File: src/rtl/mandelbrot_iter_ctrl.sv
// mandelbrot_iter_ctrl
//
// Sequencer that sits between the pixel scanner and the Mandelbrot ALU. It takes one
// coordinate c = (cr, ci) at a time and starts z at 0. It then keeps starting the ALU,
// feeding each next-z back as the current z. It stops when z diverges (size or overflow
// flag) or when the per-pixel iteration limit is reached. The iteration count is returned
// over a valid/ready result port.
//
// Ports
//   clk, rst_n        clock, asynchronous active-low reset
//   in_valid/ready    coordinate handshake (ready only while idle)
//   in_cr, in_ci      signed fixed-point c, format 2.(WIDTH-2)
//   in_max_iter       iteration limit for this pixel (0 = finish immediately)
//   alu_start         one-cycle start pulse to the ALU
//   alu_cr/ci/zr/zi   registered operands, stable from start until finished
//   alu_finished      ALU result valid (only looked at while waiting)
//   alu_next_zr/zi    ALU next z
//   alu_size          |z|^2 > 4 for the current z
//   alu_overflow      next z not representable
//   out_valid/ready   result handshake
//   out_iter          iterations completed
//   out_escaped       1 = diverged, 0 = limit reached

module mandelbrot_iter_ctrl #(
  parameter int unsigned WIDTH      = 8,
  parameter int unsigned ITER_WIDTH = 8
) (
  input  logic                  clk,
  input  logic                  rst_n,

  input  logic                  in_valid,
  output logic                  in_ready,
  input  logic [WIDTH-1:0]      in_cr,
  input  logic [WIDTH-1:0]      in_ci,
  input  logic [ITER_WIDTH-1:0] in_max_iter,

  output logic                  alu_start,
  output logic [WIDTH-1:0]      alu_cr,
  output logic [WIDTH-1:0]      alu_ci,
  output logic [WIDTH-1:0]      alu_zr,
  output logic [WIDTH-1:0]      alu_zi,
  input  logic                  alu_finished,
  input  logic [WIDTH-1:0]      alu_next_zr,
  input  logic [WIDTH-1:0]      alu_next_zi,
  input  logic                  alu_size,
  input  logic                  alu_overflow,

  output logic                  out_valid,
  input  logic                  out_ready,
  output logic [ITER_WIDTH-1:0] out_iter,
  output logic                  out_escaped
);

  typedef enum logic [1:0] {StIdle, StStart, StWait, StDone} state_e;

  state_e                state_q, state_d;
  logic [WIDTH-1:0]      cr_q, cr_d;
  logic [WIDTH-1:0]      ci_q, ci_d;
  logic [WIDTH-1:0]      zr_q, zr_d;
  logic [WIDTH-1:0]      zi_q, zi_d;
  logic [ITER_WIDTH-1:0] iter_q, iter_d;
  logic [ITER_WIDTH-1:0] limit_q, limit_d;
  logic                  escaped_q, escaped_d;

  logic [ITER_WIDTH-1:0] iter_inc;
  logic                  diverged;

  assign iter_inc = iter_q + 1'b1;
  assign diverged = alu_size | alu_overflow;

  // State and datapath registers
  always_ff @(posedge clk or negedge rst_n) begin
    if (!rst_n) begin
      state_q   <= StIdle;
      cr_q      <= '0;
      ci_q      <= '0;
      zr_q      <= '0;
      zi_q      <= '0;
      iter_q    <= '0;
      limit_q   <= '0;
      escaped_q <= 1'b0;
    end else begin
      state_q   <= state_d;
      cr_q      <= cr_d;
      ci_q      <= ci_d;
      zr_q      <= zr_d;
      zi_q      <= zi_d;
      iter_q    <= iter_d;
      limit_q   <= limit_d;
      escaped_q <= escaped_d;
    end
  end

  // Next-state logic
  always_comb begin
    state_d = state_q;
    unique case (state_q)
      StIdle: begin
        if (in_valid) begin
          state_d = (in_max_iter == '0) ? StDone : StStart;
        end
      end
      StStart: state_d = StWait;
      StWait: begin
        if (alu_finished) begin
          // Divergence wins over the limit check; iter_inc == limit ends before any wrap.
          if (diverged || (iter_inc == limit_q)) begin
            state_d = StDone;
          end else begin
            state_d = StStart;
          end
        end
      end
      StDone: begin
        if (out_ready) begin
          state_d = StIdle;
        end
      end
      default: state_d = StIdle;
    endcase
  end

  // Datapath next values
  always_comb begin
    cr_d      = cr_q;
    ci_d      = ci_q;
    zr_d      = zr_q;
    zi_d      = zi_q;
    iter_d    = iter_q;
    limit_d   = limit_q;
    escaped_d = escaped_q;
    unique case (state_q)
      StIdle: begin
        if (in_valid) begin
          cr_d      = in_cr;
          ci_d      = in_ci;
          zr_d      = '0;
          zi_d      = '0;
          iter_d    = '0;
          limit_d   = in_max_iter;
          escaped_d = 1'b0;
        end
      end
      StWait: begin
        if (alu_finished) begin
          if (diverged) begin
            // z and the count are left at the last in-range iteration.
            escaped_d = 1'b1;
          end else begin
            zr_d   = alu_next_zr;
            zi_d   = alu_next_zi;
            iter_d = iter_inc;
          end
        end
      end
      default: ;
    endcase
  end

  // Outputs: decoded from registered state or straight from registers only
  always_comb begin
    in_ready    = (state_q == StIdle);
    alu_start   = (state_q == StStart);
    out_valid   = (state_q == StDone);
    alu_cr      = cr_q;
    alu_ci      = ci_q;
    alu_zr      = zr_q;
    alu_zi      = zi_q;
    out_iter    = iter_q;
    out_escaped = escaped_q;
  end

endmodule
File: config.mk
export PLATFORM = sky130hd
export DESIGN_NAME = mandelbrot_iter_ctrl
export DESIGN_NICKNAME = d
export VERILOG_FILES = /design/src/rtl/mandelbrot_iter_ctrl.sv
export SDC_FILE = /design/constraint.sdc
export NUM_CORES = 1
export LEC_CHECK = 0
export BUFFER_PORTS_ARGS = -buffer_cell sky130_fd_sc_hd__buf_4
export CAP_MARGIN = 10
export CORE_MARGIN = 2
export CORE_UTILIZATION = 51
export CTS_CLUSTER_SIZE = 8
export DETAILED_ROUTE_END_ITERATION = 16
export GPL_TIMING_DRIVEN = 1
export PLACE_DENSITY = 0.8
export SETUP_SLACK_MARGIN = 0.05
export SYNTH_ARGS = -nofsm -noshare
export SYNTH_HDL_FRONTEND = slang
export SYNTH_SLANG_ARGS = --single-unit
File: constraint.sdc
create_clock -name clk -period 4.4 [get_ports clk]
set_clock_uncertainty 0.2 [all_clocks]
set_input_delay 0.88 -clock clk [delete_from_list [all_inputs] [get_ports clk]]
set_output_delay 0.88 -clock clk [all_outputs]
set_load 0.05 [all_outputs]
==> results of run 1 <==
==> layer usage <==
layer  vias to the layer above  global-route usage, %
met4                         0                   6.84
li1                        827                      -
met3                         4                   4.33
met5                         -                      0
met1                       817                   28.7
met2                        55                   33.5
==> flip-flops by register name (all words and copies together), names as in the netlist <==
register     flops
alu_ci           8
alu_cr           8
alu_zi           8
alu_zr           8
limit_q          8
out_escaped      1
out_iter         8
state_q          2
==> stage by stage <==
step	util (%)	area, µm²
2_1_floorplan	-	2250
3_3_place_gp	68.5	2940
3_5_place_dp	68.5	2940
4_1_cts	71.3	3060
5_1_grt	71.3	3060
6_report	71.3	3060
==> critical path, stage by stage <==
cell and delay, ns:
buf_4 0.09, nand2_1 0.07, nor2_2 0.89, mux2_2 0.43
==> placed cells by master, fill, tap and decap left out, drive strengths merged, types with 3 or more instances in the layout <==
master  synthesis  routed
clkbuf          0       6
nor3            4       4
nor2            8       8
nand2           8       8
a22o           18      18
dfrtp          51      51
o21ai           9       9
a21oi           4       4
xnor2           6       6
xor2            6       6
buf             8      91
inv             3       3
mux2           25      25
nand3           5       5
==> worst max path at each step <==
stage                     startpoint         end  slack, ns  cells past startpoint
after floorplan           state_q[1]   alu_start       2.13                      2
after global placement      in_valid   alu_ci[1]       1.72                      4
after detailed placement    in_valid  limit_q[0]       1.69                      4
after CTS                   in_valid  limit_q[0]       2.02                      4
after global routing        in_valid  limit_q[5]       1.92                      4
final                       in_valid  limit_q[0]       2.02                      4
==> kinds of logic after synthesis <==
family	after synthesis	synth area share, %
adders and majority gates	1	0.555
and+or+nand+nor	36	8.66
muxes	26	12.9
xor gates and xnor gates	12	4.66
DFF	51	56.6
buffers and inverters	11	3.16
AOI/OAI and AO/OA	41	13.4
==> cell type report <==
cell class                      instances  area [µm²]  share of cell area (%)
Tap cell                               52        65.1                    2.13
Inverter                                3        11.3                   0.368
Clock buffer                            6        82.6                    2.70
Clock inverter                          2        35.0                    1.14
Timing Repair Buffer                   91         683                    22.3
Sequential cell                        51        1280                    41.7
Multi-Input combinational cell        116         907                    29.6
==> power groups by stage <==
stage	combinational [mW]	sequential (mW)	clock (mW)
floorplan	0.442	1.36	0
global placement	1.36	0.829	0
detailed placement	1.38	0.834	0
CTS	1.38	0.829	0.338
global route	1.44	0.859	0.357
finish	1.37	0.830	0.329
==> metrics, run 1 <==
status complete, no violations; vias in the first global route between 1,500 and 2,000; # rows 24; fmax approximately 0.42 GHz; clock share of power between 10% and 20%; Total GRT Usage a little over a fifth; Hold Fails Final Rpt 0; Async S/R FF share, synth 100%; sequential share of the synthesized area between 50 and 60%; vias per cell roughly 5.3; GP Congestion 0.795; RR Endpoint limit_q[0]; P_sw roughly 1.2 mW; hold path depth 1; DRT iter0 DRCs between 70 and 80; H-tree depth 2; Net Sw Frac ~47%; Sequential Power Share roughly 33%; fin nets roughly 320; CTS tree yes; Final min period roughly 2.4 ns; post-CTS setup buffers 0; Post-Syn Area 2250 µm²; WL met3 234 µm; hold path start alu_cr[4]; share of post-route cells with drive strength above 1 a little under half; die area a little under 5000 µm²; Hold WS 0.311 ns; fin crit share between 50% and 60%; Unique masters post-synth 39; Setup Total Neg Slack 0 ns; routed wl met2 approximately 2.5 mm; worst-path maximum fanout 25; Mapped Cells between 150 and 200; post-synth top area share 56.6%; post-synth top area cell dfrtp_1; clk sinks 51; top sig layer met4; PnR Total Power 2.53 mW; crit start category input pin; area of the core 4290 µm²; wire length per cell 15.7 µm; fin cells about 320; # setup viols final 0; Die Ht about 70 µm; GRT overflow 0; post-CTS sizing 0; Synth area leaders dfrtp_1, mux2_2, a22o_1; first-pass GRT wire length 8.30 mm; Post-synth top cells dfrtp_1, mux2_2, a22o_1; diodes inserted 0; Final WS setup roughly 2 ns; number of register bits inferred by synthesis 51; M1 WL around 2.3 mm; cell leakage power 1.48 nW; Post-Place Cells between 300 and 400; Max-Cap Viols 0; Critical R2R Launch state_q[0]; worst relative slew slack 21.5%; Die Wd 70.5 µm; detailed-route DRC error count 0; combinational group share of total power approximately 54%; Fill cells 340; class of the worst hold path reg -> reg; CP Capture Type register; IO buf count 90; Clock transition at path regs 0.09 ns; antenna violations before repair 0; Setup CP Type in -> reg; Avg Inst Size Synth ~13 µm²; reg-to-reg slack, setup around 2.1 ns; Slew Viols, Final 0; count leader, synth dfrtp_1; Pint around 1.4 mW; dpl ws 1.69 ns; number of synthesized flops with an enable pin 0; hold buffer count at cts 0; Net Count, Synth between 200 and 250; total CTS buffers 5; worst endpoint data arrival time between 2 and 2.5 ns; Worst Path Required roughly 4.4 ns; DRT Pass-1 Iters 5; WHS Endpoint alu_cr[4]; Area Growth Syn to Fin 35.7%; Synth warnings 0; later-pin clock latency in the skew report around 0.29 ns; largest net degree at the start of global routing 52; Worst VDD drop 0.000466 V; predominant post-synthesis flop cell dfrtp_1; power per cell area about 830 nW/µm²; CTS Buffer Depth 2; Via Count approximately 1,700; clk root buf clkbuf_8; detailed placement HPWL about 3.6 mm; total routed wirelength between 5 and 6 mm; ANT nets after route 0; R2R depth 4; RSZ-0062 raised after global routing no; io pins 91; Slew @ Worst Pin between 1 and 1.5 ns; Starting Density a little over half
No activity file was read; power rests on OpenSTA's default activity.
==> run 2, diff against run 1 <==
--- a/config.mk
+++ b/config.mk
@@ -8,11 +8,11 @@
 export BUFFER_PORTS_ARGS = -buffer_cell sky130_fd_sc_hd__buf_4
 export CAP_MARGIN = 10
 export CORE_MARGIN = 2
-export CORE_UTILIZATION = 51
+export CORE_UTILIZATION = 43
 export CTS_CLUSTER_SIZE = 8
 export DETAILED_ROUTE_END_ITERATION = 16
 export GPL_TIMING_DRIVEN = 1
-export PLACE_DENSITY = 0.8
+export PLACE_DENSITY = 0.71
 export SETUP_SLACK_MARGIN = 0.05
 export SYNTH_ARGS = -nofsm -noshare
 export SYNTH_HDL_FRONTEND = slang
==> constraint.sdc (replaced) <==
create_clock -name clk -period 2 [get_ports clk]
set_clock_uncertainty 0.2 [all_clocks]
set_input_delay 0.4 -clock clk [delete_from_list [all_inputs] [get_ports clk]]
set_output_delay 0.4 -clock clk [all_outputs]
set_load 0.05 [all_outputs]
==> metrics, run 2 (synthesis results as in run 1) <==
status complete, no violations (unchanged); ANT nets after route 0 (unchanged); # setup viols final 0 (unchanged); CP Capture Type output port (was register); Slew Viols, Final 0 (unchanged); RSZ-0062 raised after global routing no (unchanged); hold path depth 2 (was 1); Critical R2R Launch out_iter[0] (was state_q[0]); R2R depth 5 (was 4); Die Wd 76.4 µm (was 70.5 µm); Hold Fails Final Rpt 0 (unchanged); most frequent cells in the layout buf_4, dfrtp_1, mux2_2 (unchanged); Total GRT Usage 17.4% (was 21.0%); die area 5840 µm² (was 4970 µm²); GP Congestion 0.768 (was 0.795); fin crit share slightly above 90%; largest net degree at the start of global routing 52 (unchanged); fin util 61.4% (was 71.3%); Top Family by Delay on Critical Path flip-flops (was simple AND/OR/NAND/NOR gates); DRT Pass-1 Iters 4 (was 5); detailed-route DRC error count 0 (unchanged); Worst VDD drop 0.000919 V (was 0.000466 V); Setup Total Neg Slack 0 ns (unchanged); fmax around 0.53 GHz; post-CTS sizing 0 (unchanged); Setup CP Type reg -> out (was in -> reg); clk root buf clkbuf_8 (unchanged); cells along the critical path buf_4 -> and2_1 -> buf_4 (was buf_4 -> nand2_1 -> nor2_2 -> mux2_2); total CTS buffers 5 (unchanged); Register Area 1280 µm² (about the same); area of the core 5070 µm² (was 4290 µm²); diodes inserted 0 (unchanged); wire length per cell 13.9 µm (was 15.7 µm); later-pin clock latency in the skew report 0.30 ns (was 0.29 ns); clk sinks 51 (unchanged); CTS tree yes (unchanged); hold path start alu_next_zi[1] (was alu_cr[4]); CTS Buffer Depth 2 (unchanged); worst endpoint data arrival time 1.27 ns (was 2.36 ns); max incr delay on CP 0.48 ns (was 0.89 ns); antenna violations before repair 0 (unchanged); CP startpoint state_q[1] (was in_valid); IO buf count 90 (unchanged); power per cell area 1750 nW/µm² (was 827 nW/µm²); Die Ht 76.4 µm (was 70.5 µm); Most common cell on crit path buf_4; Fill cells 447 (was 340); share of post-route cells with drive strength above 1 48.2% (was 47.2%); class of the worst hold path in -> reg (was reg -> reg); Worst Path Required 1.40 ns (was 4.38 ns); Clock transition at path regs 0.09 ns (about the same); Final min period about 1.9 ns; fin nets 321 (was 316); Area Growth Syn to Fin 38.3% (was 35.7%); vias per cell 5.06 (was 5.31); worst-path maximum fanout 7 (was 25); total routed wirelength 4.80 mm (was 5.03 mm); first-pass GRT wire length 8.33 mm (was 8.30 mm); Final WS setup 0.130 ns (was 2.02 ns); dpl ws 0.0998 ns (was 1.69 ns); Hold WS 0.114 ns (was 0.311 ns); Worst Path Buf+Inv 2 (was 1); area of the multi-input gates 907 µm² (unchanged); worst relative slew slack 58.2% (was 21.5%); GRT overflow 0 (unchanged); Starting Density 44.4% (was 52.5%); critical path's slowest cell dfrtp_1 (was nor2_2); Worst path depth 3 (was 4); detailed placement HPWL 3.61 mm (was 3.62 mm); crit start category register (was input pin); commonest non-fill, non-tap cell in the layout buf_4 (unchanged); # rows 26 (was 24); Slew @ Worst Pin 0.627 ns (was 1.18 ns); Max-Cap Viols 0 (unchanged); io pins 91 (unchanged); Via Count 1,742 (was 1,703); vias in the first global route 1,799 (was 1,701); H-tree depth 2 (unchanged); DRT iter0 DRCs 85 (was 74); cell leakage power 1.49 nW (was 1.48 nW)
run 2: cell types whose count changed in the layout (fill, tap and decap cells not counted), moves of 2 or more:
cell,before,now
buf_12,0,2
buf_4,91,93
dfrtp_1,51,49
dfrtp_2,0,2
run 2: worst paths after layout:
path,end,slack [ns]
hold reg to reg,alu_zi[4],0.31
hold / removal,alu_zi[1],0.11
max in group asynchronous,out_iter[1],0.69
min in group asynchronous,alu_ci[1],0.45
setup reg to reg,out_iter[6],0.20
setup / recovery,out_valid,0.13
run 2: report_power, final:
group / internal, mW / switching (mW)
clock network: 0.245 / 0.330
logic: 1.13 / 1.93
registers: 1.49 / 0.317
run 2: timing repair:
action                                 CTS  global route
hold buffers                             1             0
setup buffers                            0             0
endpoints found under the hold margin   51             0
run 2: metal layers:
layer / track usage [%] / share of wire [%] / wire length [µm] / up-vias
li1: - / - / - / 836
met1: 22.6 / 43 / 2080 / 833
met2: 28.1 / 47 / 2250 / 66
met3: 5.57 / 8.7 / 415 / 7
met4: 4.91 / 1.0 / 48 / 0
met5: 0 / 0 / 0 / -
run 2: final cells by class:
| type | count | share of cell area, % |
|---|---|---|
| clock buffers | 6 | 2.33 |
| clock inverters | 2 | 0.401 |
| inverters | 3 | 0.361 |
| multi-input cells | 116 | 29.1 |
| flip-flops and latches | 51 | 41.0 |
| well taps | 70 | 2.81 |
| repair buffers | 96 | 24.0 |
run 2: metrics by stage:
step,power (mW),area [µm²],std cells
after floorplan,3.96,2260,178
after global placement,4.86,3020,335
after detailed placement,4.91,3020,335
after CTS,5.50,3120,344
after global routing,5.75,3120,344
final,5.44,3120,344
run 2: worst reg2reg max path, delay by kind of cell, from the launching register on:
kind	cells	cell delay (ns)
mux	1	0.12
fa+ha+maj	1	0.27
simple gates	3	0.71
flops	1	0.43
